[src/rtl/kg_pkg.sv]
// Shared constants for the Kugelblitz offload register file: word map, ID value
// and AXI response codes.
package kg_pkg;

    localparam logic [2:0] KG_REG_ADDR       = 3'd0;
    localparam logic [2:0] KG_REG_ADDR_VALID = 3'd1;
    localparam logic [2:0] KG_REG_DATA       = 3'd2;
    localparam logic [2:0] KG_REG_DATA_VALID = 3'd3;
    localparam logic [2:0] KG_REG_ID         = 3'd4;

    localparam int         KG_NUM_RW_REGS    = 4;
    localparam logic [31:0] KG_ID_VALUE      = 32'h4B47_0001;

    localparam logic [1:0] AXI_RESP_OKAY     = 2'b00;

endpackage

[src/rtl/kg_strb_reg.sv]
// One control word with per-byte write enables and asynchronous active-low clear.
module kg_strb_reg #(
    parameter int DATA_WIDTH = 32,
    parameter int STRB_WIDTH = DATA_WIDTH / 8
) (
    input  logic                  clk,
    input  logic                  rst,
    input  logic                  we,
    input  logic [STRB_WIDTH-1:0] strb,
    input  logic [DATA_WIDTH-1:0] wdata,
    output logic [DATA_WIDTH-1:0] q
);

    logic [DATA_WIDTH-1:0] val_q;
    logic [DATA_WIDTH-1:0] val_d;

    always_comb begin
        val_d = val_q;
        if (we) begin
            for (int b = 0; b < STRB_WIDTH; b++) begin
                if (strb[b]) begin
                    val_d[b*8 +: 8] = wdata[b*8 +: 8];
                end
            end
        end
    end

    always_ff @(posedge clk or negedge rst) begin
        if (!rst) begin
            val_q <= '0;
        end else begin
            val_q <= val_d;
        end
    end

    assign q = val_q;

endmodule

[src/rtl/axil_kg_reg_file.sv]
// AXI4-Lite slave holding the per-port Kugelblitz byte-substitution control words.
// Map repeats every 32 bytes; AW and W are only taken together.
module axil_kg_reg_file
    import kg_pkg::*;
#(
    parameter int DATA_WIDTH = 32,
    parameter int ADDR_WIDTH = 32,
    parameter int STRB_WIDTH = DATA_WIDTH / 8
) (
    input  logic                  clk,
    input  logic                  rst,

    input  logic [ADDR_WIDTH-1:0] s_axil_awaddr,
    input  logic [2:0]            s_axil_awprot,
    input  logic                  s_axil_awvalid,
    output logic                  s_axil_awready,
    input  logic [DATA_WIDTH-1:0] s_axil_wdata,
    input  logic [STRB_WIDTH-1:0] s_axil_wstrb,
    input  logic                  s_axil_wvalid,
    output logic                  s_axil_wready,
    output logic [1:0]            s_axil_bresp,
    output logic                  s_axil_bvalid,
    input  logic                  s_axil_bready,

    input  logic [ADDR_WIDTH-1:0] s_axil_araddr,
    input  logic [2:0]            s_axil_arprot,
    input  logic                  s_axil_arvalid,
    output logic                  s_axil_arready,
    output logic [DATA_WIDTH-1:0] s_axil_rdata,
    output logic [1:0]            s_axil_rresp,
    output logic                  s_axil_rvalid,
    input  logic                  s_axil_rready,

    output logic [DATA_WIDTH-1:0] kg_address,
    output logic [DATA_WIDTH-1:0] kg_address_valid,
    output logic [DATA_WIDTH-1:0] kg_data,
    output logic [DATA_WIDTH-1:0] kg_data_valid
);

    if (DATA_WIDTH != 32) begin : g_bad_width
        $error("axil_kg_reg_file: only DATA_WIDTH=32 is supported");
    end
    if (STRB_WIDTH * 8 != DATA_WIDTH) begin : g_bad_strb
        $error("axil_kg_reg_file: STRB_WIDTH*8 must equal DATA_WIDTH");
    end

    logic                  wr_acc_q, wr_acc_d;
    logic                  bvalid_q, bvalid_d;
    logic                  arready_q, arready_d;
    logic                  rvalid_q, rvalid_d;
    logic [DATA_WIDTH-1:0] rdata_q, rdata_d;

    logic                  wr_en;
    logic                  rd_en;
    logic [2:0]            wr_idx;
    logic [2:0]            rd_idx;
    logic [DATA_WIDTH-1:0] rd_mux;

    logic [KG_NUM_RW_REGS-1:0][DATA_WIDTH-1:0] reg_q;

    assign wr_idx = s_axil_awaddr[4:2];
    assign rd_idx = s_axil_araddr[4:2];

    // The ready flop doubles as a one-cycle lockout so a held AW/W pair is not taken twice.
    assign wr_en = s_axil_awvalid && s_axil_wvalid && !bvalid_q && !wr_acc_q;
    assign rd_en = s_axil_arvalid && !rvalid_q && !arready_q;

    for (genvar i = 0; i < KG_NUM_RW_REGS; i++) begin : g_reg
        kg_strb_reg #(
            .DATA_WIDTH (DATA_WIDTH),
            .STRB_WIDTH (STRB_WIDTH)
        ) u_reg (
            .clk   (clk),
            .rst   (rst),
            .we    (wr_en && (wr_idx == 3'(i))),
            .strb  (s_axil_wstrb),
            .wdata (s_axil_wdata),
            .q     (reg_q[i])
        );
    end

    always_comb begin
        rd_mux = '0;
        case (rd_idx)
            KG_REG_ADDR:       rd_mux = reg_q[0];
            KG_REG_ADDR_VALID: rd_mux = reg_q[1];
            KG_REG_DATA:       rd_mux = reg_q[2];
            KG_REG_DATA_VALID: rd_mux = reg_q[3];
            KG_REG_ID:         rd_mux = DATA_WIDTH'(KG_ID_VALUE);
            default:           rd_mux = '0;
        endcase
    end

    always_comb begin
        wr_acc_d  = wr_en;
        bvalid_d  = bvalid_q;
        arready_d = rd_en;
        rvalid_d  = rvalid_q;
        rdata_d   = rdata_q;

        if (bvalid_q && s_axil_bready) begin
            bvalid_d = 1'b0;
        end
        if (wr_en) begin
            bvalid_d = 1'b1;
        end

        if (rvalid_q && s_axil_rready) begin
            rvalid_d = 1'b0;
        end
        // rdata only moves on a new accept, so it stays put under rready backpressure.
        if (rd_en) begin
            rvalid_d = 1'b1;
            rdata_d  = rd_mux;
        end
    end

    always_ff @(posedge clk or negedge rst) begin
        if (!rst) begin
            wr_acc_q  <= 1'b0;
            bvalid_q  <= 1'b0;
            arready_q <= 1'b0;
            rvalid_q  <= 1'b0;
            rdata_q   <= '0;
        end else begin
            wr_acc_q  <= wr_acc_d;
            bvalid_q  <= bvalid_d;
            arready_q <= arready_d;
            rvalid_q  <= rvalid_d;
            rdata_q   <= rdata_d;
        end
    end

    assign s_axil_awready = wr_acc_q;
    assign s_axil_wready  = wr_acc_q;
    assign s_axil_bvalid  = bvalid_q;
    assign s_axil_bresp   = AXI_RESP_OKAY;
    assign s_axil_arready = arready_q;
    assign s_axil_rvalid  = rvalid_q;
    assign s_axil_rdata   = rdata_q;
    assign s_axil_rresp   = AXI_RESP_OKAY;

    assign kg_address       = reg_q[0];
    assign kg_address_valid = reg_q[1];
    assign kg_data          = reg_q[2];
    assign kg_data_valid    = reg_q[3];

    logic unused_ok;
    assign unused_ok = ^{s_axil_awprot, s_axil_arprot,
                         s_axil_awaddr[ADDR_WIDTH-1:5], s_axil_awaddr[1:0],
                         s_axil_araddr[ADDR_WIDTH-1:5], s_axil_araddr[1:0]};

endmodule

[config.mk]
export PLATFORM = sky130hd
export DESIGN_NAME = axil_kg_reg_file
export DESIGN_NICKNAME = d
export VERILOG_FILES = /design/src/rtl/kg_pkg.sv /design/src/rtl/kg_strb_reg.sv /design/src/rtl/axil_kg_reg_file.sv
export SDC_FILE = /design/constraint.sdc
export NUM_CORES = 1
export LEC_CHECK = 0
export ABC_CLOCK_PERIOD_IN_PS = 2500
export BUFFER_PORTS_ARGS = -buffer_cell sky130_fd_sc_hd__buf_2
export CAP_MARGIN = 10
export CORE_MARGIN = 2
export CORE_UTILIZATION = 38
export CTS_CLUSTER_SIZE = 14
export DETAILED_ROUTE_END_ITERATION = 6
export PLACE_DENSITY = 0.71
export SLEW_MARGIN = 20
export SYNTH_ARGS = -nofsm -noshare
export SYNTH_HDL_FRONTEND = slang
export SYNTH_HIERARCHICAL = 1
export SYNTH_SLANG_ARGS = --single-unit
[constraint.sdc]
create_clock -name clk -period 2.5 [get_ports clk]
set_clock_uncertainty 0.2 [all_clocks]
set_input_delay 0.25 -clock clk [delete_from_list [all_inputs] [get_ports clk]]
set_output_delay 0.25 -clock clk [all_outputs]
set_load 0.05 [all_outputs]
# --- Word level (Yosys, flattened, before mapping) ---
# Index checks and enable logic that the tools add are counted.
totals:
  latch_bits: 0
  elab_cells: 68
  ramBits: 0
  output_inout_bits: 169
  mem_bits_ro: 0
  register_bits: 164
  inputBits: 113
  memories: 0
op_classes:
  add_sub_neg: 0
  shift: 0
  n_eq_ne: 7
  muxes: 5
  order_cmp: 0
  multipliers: 0
  div_mod_pow: 0
  bitwise_logic: 0
  n_reduce_logical: 35
op_table:
  columns: ["cell", "n"]
  rows:
  - ["32-bit one-hot mux with 5 select lines", 1]
  - ["2-bit AND reduction", 16]
  - ["3-bit by 2-bit == test with 1-bit output, second input constant", 4]
  - ["1-bit logical AND", 11]
  - ["3-bit by 1-bit == test with 1-bit output, second input constant", 2]
  - ["3-bit zero test", 2]
  - ["1-bit zero test", 4]
  - ["1-bit two-way mux", 4]
  - ["2-bit nonzero test", 2]
  - ["3-bit == test, second input constant", 1]

# --- Logic depth before layout (Yosys ltp) ---
# Gate-level depths: netlist of the first run.
logic_depth:
  depth_word: 5
  depth_mapped: 5

# --- Cells and area by module ---
# The synthesis of the first run kept the hierarchy.
by_module_without_submodules:
  columns: ["module", "area_per_inst_um2", "seq_area_each_um2", "cells_each", "n_inst"]
  rows:
  - ["kg_strb_reg", 1186.1, 800.8, 68, 4]
  - ["axil_kg_reg_file", 2220.9, 900.9, 165, 1]

# --- Worst setup path before layout of the first run ---
# No wires, ideal clock.
synth_timing:
  path_type: "reg2reg"
  startpoint: "register bvalid_q (netlist: s_axil_bvalid)"
  endpoint: "register g_reg[1].u_reg.val_q[10]"
  path_buffers: 0
  setup_slack_ps: 11
  arrival_time_ps: 2164
  setup_time_ps: 125
  stages_incl_launch_ff: 6
  path_cell_list: "dfrtp_1 nor2_1 nand3_1 nor4b_1 nand2_2 mux2_2"
synth_between:
  elab_chain_cells: 5
synth_lines:
  columns: ["item", "line", "rtl"]
  rows:
  - ["start, declared", "axil_kg_reg_file.sv:48", "logic bvalid_q, bvalid_d;"]
  - ["start signal, assigned", "axil_kg_reg_file.sv:127", "bvalid_q <= bvalid_d;"]
  - ["1-bit zero test", "axil_kg_reg_file.sv:65", "assign wr_en = s_axil_awvalid && s_axil_wvalid && !bvalid_q && !wr_acc_q;"]
  - ["1-bit logical AND (2 in a row)", "axil_kg_reg_file.sv:65", null]
  - ["1-bit logical AND", "axil_kg_reg_file.sv:75", ".we (wr_en && (wr_idx == 3'(i))),"]
  - ["2-bit AND reduction (no source line)", null, null]
  - ["end signal, assigned", "kg_strb_reg.sv:32", "val_q <= val_d;"]
  - ["end, declared", "kg_strb_reg.sv:14", "logic [DATA_WIDTH-1:0] val_q;"]
# No other way between the ends.
# A chain may end at the register's enable or synchronous reset.

# --- Worst setup path after layout of the first run ---
layout_timing:
  startpoint: "register bvalid_q (netlist: s_axil_bvalid)"
  endpoint: "register g_reg[3].u_reg.val_q[20]"
layout_between:
  elab_chain_cells: 5
layout_lines:
  columns: ["item", "line"]
  rows:
  - ["1-bit zero test", "axil_kg_reg_file.sv:65"]
  - ["1-bit logical AND (2 in a row)", "axil_kg_reg_file.sv:65"]
  - ["1-bit logical AND", "axil_kg_reg_file.sv:75"]
  - ["2-bit AND reduction (no source line)", null]
  - ["end signal, assigned", "kg_strb_reg.sv:32"]
  - ["end, declared", "kg_strb_reg.sv:14"]
# No other way between the ends.

==> summary.md, run 1 <==
| Metric | Value |
|---|---|
| Postcts setup bufs | 0 |
| Core Box Area | 0.0180 mm2 |
| Post-CTS resize count | 0 |
| # hold bufs at CTS | 35 |
| FMAX | 0.447 GHz |
| Met3 usage | 5.51% |
| Synth unique cells | 29 |
| Share of layout cells above drive strength 1 | 60.1% |
| Syn Area/Cell | 15.9 um2 |
| PD cells | 1030 mW/mm2 |
| Slowest-stage cell, CP | dfrtp_1 |
| Cell Area, Synth | 0.00697 mm2 |
| Rel. slew slack | 56.9% |
| Initial antenna violation count | 1 |
| Grt met1 use | 24.7% |
| Port Buf Inserts | 213 |
| Final Worst Setup Slack | 0.261 ns |
| Async SR Flop Fraction | 100% |
| Synth-to-Final Area Change | 33.1% |
| Fin. max-slew vios | 0 |
| Comb power frac | 36.3% |
| R2R Path Start | s_axil_bvalid$_DFFE_PN0P_ |
| Max Cap Viol | 0 |
| Total number of vias | 4881 |
| Outcome | finished clean |
| DRC viols | 0 |
| Ranking of synthesized cells by area | dfrtp_1, mux2_2, mux4_2 |
| Main synth FF type | dfrtp_1 |
| Routed Antenna Nets | 0 |
| Endpoints failing setup | 0 |
| Vias in the first global route | 5227 |
| Peak supply drop | 0.500 mV |
| Final WL | 19100 um |
| Startpoint types | flip-flop |
| Num Clock Sinks | 164 |
| Area fraction of the dominant cell type after synthesis | 58.9% |
| Total negative slack | 0 ns |
| CTS Buf Count | 17 |
| Total grt overflow | 0 |
| RePlAce Congestion | 0.786 |
| Critical Path RT | 2.60 ns |
| Clock share of power | 26.8% |
| Syn Inst Count | 437 |
| Gr busiest metal | met2 |
| Seq pwr share | 37.0% |
| Largest net degree at the start of global routing | 67 |
| First-pass GRT wire length | 29600 um |
| Wire per inst | 20.3 um |
| Worst Max-Slew Pin Slew | 0.646 ns |
| Die Span X | 139 um |
| GRT Util Overall | 19.9% |
| Fin crit period | 2.24 ns |
| Crit Path Max Fanout | 8 |
| Worst Path Arrival | 2.34 ns |
| CTS Buffer Depth | 2 |
| CP Launch Point | s_axil_bvalid$_DFFE_PN0P_ |
| #FFs+latches synth | 164 |
| Clock tree root driver cell | clkbuf_16 |
| Clock Latency Late Sink | 0.42 ns |
| Number of buffers and inverters on the critical path | 1 |
| I/O pins | 282 |
| Final Hold Vio Count | 0 |
| LEAKAGE | 0.00480 uW |
| Starting Density | 38.8% |
| Register area share after synthesis | 58.9% |
| Die area | 0.0194 mm2 |
| DP Cell Count | 872 |
| CP Capture Type | flip-flop |
| Pre-antenna DRT Iters | 4 |
| Rows | 49 |
| Sw Pwr | 3980 uW |
| Post-place setup slack | 0.293 ns |
| Initial DRC Count | 208 |
| # H-tree levels | 4 |
| DPL Wire Length | 13100 um |
| Chip height | 139 um |
| TritonCTS clock tree | yes |
| YS warnings | 6 |
| Met2 GRT Util | 33.8% |
| Final #Nets | 810 |
| Sw Share | 41.7% |
| Post-synth EDFFs | 0 |
| Fin cells | 940 |
| Synth area leader | dfrtp_1 |
| Reg clk slew, reported paths | 0.06 ns |
| RSZ-0062 raised after global routing | false |
| Pint | 5570 uW |
| Crit-path leading delay family | simple AND/OR/NAND/NOR gates |
| Min-delay src | s_axil_wvalid |
| Crit path largest cell delay | 0.41 ns |
| HP Class | input pin to flip-flop |
| Via density | 5.19 |
| CP Cell Sequence | nor2_1, nand3_1, nor4bb_1, buf_4, nand2_2, mux2_2 |
| Critical path class | flip-flop to flip-flop |
| Fin crit share | 89.5% |
-- power by group through the flow --
stage | combinational, uW | sequential, uW | clock (uW)
after floorplan | 746 | 5340 | 0
after global placement | 3400 | 3530 | 0
after detailed placement | 3440 | 3580 | 0
after CTS | 3490 | 3530 | 2610
after global routing | 3610 | 3600 | 2730
final | 3460 | 3530 | 2560
-- kinds of logic after synthesis --
family	Yosys count	synth area share [%]
mux	166	30.3
flops	164	58.9
compound gates	47	5.35
simple gates	33	3.05
buf+inv	26	2.34
other cells	1	0.0538
-- per-layer routing --
layer / share of wire [%] / vias up / wire (um)
met3: 6.2 / 21 / 1180
met1: 42 / 2538 / 8060
met4: 1.4 / 0 / 271
met5: 0 / - / 0
met2: 50 / 162 / 9580
li1: - / 2160 / -
-- sequential cells by signal, summed over array words and instances, names as in the netlist --
name,count
s_axil_awready,1
g.u_reg/q,128
s_axil_rdata,32
s_axil_arready,1
s_axil_rvalid,1
s_axil_bvalid,1
-- layout make-up --
cell class	instances	area [um2]
Sequential cell	164	4100
Tap cell	229	287
Clock buffer	20	457
Antenna cell	1	2.50
Clock inverter	12	121
Multi-Input combinational cell	250	2720
Fill cell	1550	8690
Inverter	4	15.0
Timing Repair Buffer	260	1560
-- through the flow --
stage | hold WS, ns | util, % | total power, uW | cell area (um2)
after floorplan | -0.246 | - | 6080 | 6980
after global placement | 0.0758 | 46.4 | 6920 | 8340
after detailed placement | 0.0928 | 46.4 | 7020 | 8340
after CTS | 0.0942 | 51.6 | 9630 | 9270
after global routing | 0.122 | 51.6 | 9940 | 9270
final | 0.0983 | 51.6 | 9550 | 9270
-- cell usage after synthesis, types with 2 or more instances --
master      n
nand2_2    16
mux2_2    128
buf_4       8
inv_1       4
clkbuf_1    2
mux2i_1    15
nor2_1      2
a211oi_1    3
o22ai_1     6
dfrtp_1   164
o22a_1      9
buf_2       9
a22o_1     23
mux4_2     23
nor3_1      3
o21ai_0     5
nor4b_1     2
nand2b_1    4
-- cell usage in the layout (no fill, tap or decap), drive strengths merged --
cell,Yosys,routed
nand2b,4,4
dfrtp,164,164
diode,0,1
nor4bb,1,1
mux4,23,23
o21ai,5,5
clkinv,0,3
a21o,1,1
nor4,1,1
dlygate4sd3,0,35
a211oi,3,3
a22o,23,23
mux2i,15,15
clkinvlp,0,4
nor4b,2,2
inv,4,8
nor2,3,3
nand2,16,16
o22ai,6,6
conb,1,4
buf,20,225
o22a,9,9
or3b,1,1
mux2,128,128
nor3,3,3
nand3,1,1
clkbuf,2,20
bufinv,0,1
or2,1,1
-- worst paths after layout --
check,cells after the start,end,slack [ns]
min,3,s_axil_awready$_DFF_PN0_,0.1
max in group asynchronous,3,g_reg[2].u_reg/q[25]$_DFFE_PN0P_,1.11
max,6,g_reg[3].u_reg/q[20]$_DFFE_PN0P_,0.26
max reg2reg,6,g_reg[3].u_reg/q[20]$_DFFE_PN0P_,0.26
min in group asynchronous,2,s_axil_rdata[12]$_DFFE_PN0P_,0.18
min reg2reg,1,s_axil_rdata[10]$_DFFE_PN0P_,0.30
-- worst min-delay path, delay by kind of cell --
family | cells | cell delay [ns]
AND/OR/NAND/NOR | 1 | 0.22
buffers and inverters | 2 | 0.18
Note: power is estimated with default switching activity, not from simulation.
==> run 2: changes to the inputs <==
--- a/config.mk
+++ b/config.mk
@@ -8,10 +8,10 @@
 export ABC_CLOCK_PERIOD_IN_PS = 2500
 export BUFFER_PORTS_ARGS = -buffer_cell sky130_fd_sc_hd__buf_2
 export CAP_MARGIN = 10
-export CORE_MARGIN = 2
+export CORE_MARGIN = 3
 export CORE_UTILIZATION = 38
-export CTS_CLUSTER_SIZE = 14
 export DETAILED_ROUTE_END_ITERATION = 6
+export GPL_TIMING_DRIVEN = 0
 export PLACE_DENSITY = 0.71
 export SLEW_MARGIN = 20
 export SYNTH_ARGS = -nofsm -noshare
==> run 2 against run 1 <==
Against the previous run: critical path depth did not move; routed wire length is 5.7% higher; hold slack improved by 0.040 ns; register-to-register slack worse by 0.08 ns; fmax down 3.4%; worst setup slack lost 0.079 ns; design area rose by 0.82%.
==> summary.md, run 2 (synthesized netlist as in run 1, its figures left out) <==
| Metric | Value |
|---|---|
| Final Worst Setup Slack | 0.182 ns |
| Commonest non-fill, non-tap cells in the layout | buf_2, dfrtp_1, mux2_2 |
| Most common cell after layout, fill and taps aside | buf_2 |
| First-pass GRT wire length | 31300 um |
| Placed cell areas | 0.00837 mm2 |
| Met3 usage | 6.00% |
| LEAKAGE | 0.00486 uW |
| PD cells | 1010 mW/mm2 |
| Clock share of power | 25.8% |
| R2r setup slk | 0.18 ns |
| TritonCTS clock tree | yes |
| CTS Buffer Depth | 2 |
| HP Class | input pin to flip-flop |
| Hold Crit Depth | 3 |
| Via density | 5.19 |
| Largest net degree at the start of global routing | 108 |
| Wire per inst | 21.2 um |
| Critical path class | flip-flop to flip-flop |
| Post-route cell area | 0.00935 mm2 |
| RePlAce Congestion | 0.728 |
| Gr busiest metal | met2 |
| Initial DRC Count | 155 |
| Pint | 5560 uW |
| Grt met1 use | 25.9% |
| Total number of vias | 4926 |
| Fin. max-slew vios | 0 |
| Peak supply drop | 0.582 mV |
| Sw Share | 41.4% |
| DP Cell Count | 876 |
| Die Span X | 141 um |
| Worst Max-Slew Pin Slew | 0.746 ns |
| Reg clk slew, reported paths | 0.07 ns |
| DPL Wire Length | 14200 um |
| Worst Hold End | s_axil_rdata[5]$_DFFE_PN0P_ |
| GRT Util Overall | 20.6% |
| Fin cells | 950 |
| RSZ-0062 raised after global routing | false |
| Pre-antenna DRT Iters | 6 |
| Total grt overflow | 0 |
| R2R Path Start | s_axil_bvalid$_DFFE_PN0P_ |
| Util after Layout | 53.1% |
| Final WL | 20200 um |
| Endpoints failing setup | 0 |
| Routed Antenna Nets | 0 |
| DRC viols | 0 |
| Vias in the first global route | 5398 |
| Core Box Area | 0.0176 mm2 |
| Port Buf Inserts | 210 |
| Fin crit period | 2.32 ns |
| Startpoint types | flip-flop |
| Fin crit share | 92.7% |
| # H-tree levels | 4 |
| Rel. slew slack | 50.3% |
| Worst reg2reg path depth | 6 |
| Max Cap Viol | 0 |
| Clock Latency Late Sink | 0.42 ns |
| Share of layout cells above drive strength 1 | 60.3% |
| Rows | 48 |
| Min-delay src | s_axil_araddr[4] |
| Final #Nets | 823 |
| Max reg flops | 128 |
| Met2 GRT Util | 34.8% |
| I/O pins | 282 |
| Starting Density | 39.6% |
| FMAX | 0.431 GHz |
| Total chip power | 9490 uW |
| Clock tree root driver cell | clkbuf_16 |
| Initial antenna violation count | 2 |
| CP Cell Sequence | nor2_1, nand3_1, nor4bb_4, buf_4, nand2_2, mux2_2 |
| CP Capture Type | flip-flop |
| Comb power frac | 36.8% |
| Post-place setup slack | -0.179 ns |
| Slowest-stage cell, CP | nor4bb_4 |
| Die area | 0.0200 mm2 |
| Chip height | 141 um |
| Synth-to-Final Area Change | 34.2% |
| Sw Pwr | 3920 uW |
| Num Clock Sinks | 164 |
| Reg-to-Reg End | g_reg[3].u_reg/q[30]$_DFFE_PN0P_ |
| Crit Path Max Fanout | 8 |
| CTS Buf Count | 17 |
| Worst Path Arrival | 2.42 ns |
| Seq pwr share | 37.4% |
| Outcome | finished clean |
| Crit path largest cell delay | 0.42 ns |
| Final Hold Vio Count | 0 |
| Critical Path RT | 2.60 ns |
run 2: cell count changes in the layout (fill, tap and decap cells not counted), sizes merged:
cell,before,now
buf,225,236
clkbuf,20,25
clkinv,3,4
diode,1,2
inv,8,4
run 2: layer usage:
layer,routed length [um],share of wire [%]
met5,0,0
met3,1460,7.2
met4,358,1.8
met2,9900,49
met1,8470,42
run 2: worst max-delay path by stage:
stage | slack, ns | depth (start not counted) | startpoint | to
after floorplan | 0.01 | 5 | s_axil_bvalid$_DFFE_PN0P_ | g_reg[1].u_reg/q[10]$_DFFE_PN0P_
after global placement | -1.28 | 1 | rst | g_reg[0].u_reg/q[27]$_DFFE_PN0P_
after detailed placement | -0.18 | 5 | s_axil_bvalid$_DFFE_PN0P_ | g_reg[3].u_reg/q[30]$_DFFE_PN0P_
after CTS | -0.16 | 5 | s_axil_bvalid$_DFFE_PN0P_ | g_reg[2].u_reg/q[27]$_DFFE_PN0P_
after global routing | 0.06 | 6 | s_axil_bvalid$_DFFE_PN0P_ | g_reg[2].u_reg/q[31]$_DFFE_PN0P_
final | 0.18 | 6 | s_axil_bvalid$_DFFE_PN0P_ | g_reg[3].u_reg/q[30]$_DFFE_PN0P_
run 2: power by group through the flow:
stage / clock [uW] / combinational, uW / sequential, uW
2_1_floorplan: 0 / 746 / 5340
3_3_place_gp: 0 / 3410 / 3530
3_5_place_dp: 0 / 3470 / 3580
4_1_cts: 2510 / 3520 / 3540
5_1_grt: 2630 / 3640 / 3610
6_report: 2450 / 3490 / 3550
run 2: repair_timing:
item                       in CTS  in global routing
gates resized for setup         1                  3
hold buffers                   35                  0
setup endpoints to repair     128                111
setup buffers                   0                  5
hold endpoints to repair      187                  0
pin swaps                       0                  4
run 2: critical path: cells and delay by family (launching register included):
family | cells | cell delay (ns)
and+or+nand+nor | 4 | 1.09
muxes | 1 | 0.35
DFF | 1 | 0.39
buffers and inverters | 1 | 0.18
run 2: final cells by class:
class                           instances  area [um2]
Timing Repair Buffer                  251        1480
Clock buffer                           23         468
Inverter                                4        15.0
Buffer                                 22         148
Antenna cell                            2        5.00
Clock inverter                          9        80.1
Sequential cell                       164        4100
Tap cell                              225         282
Multi-Input combinational cell        250        2770
Fill cell                            1472        8250
run 2: per-stage QoR:
stage	hold WS, ns	setup TNS, ns
2_1_floorplan	-0.246	0
3_3_place_gp	0.231	-262.17
3_5_place_dp	0.00918	-9.73
4_1_cts	0.126	-7.99
5_1_grt	0.159	0
6_report	0.139	0
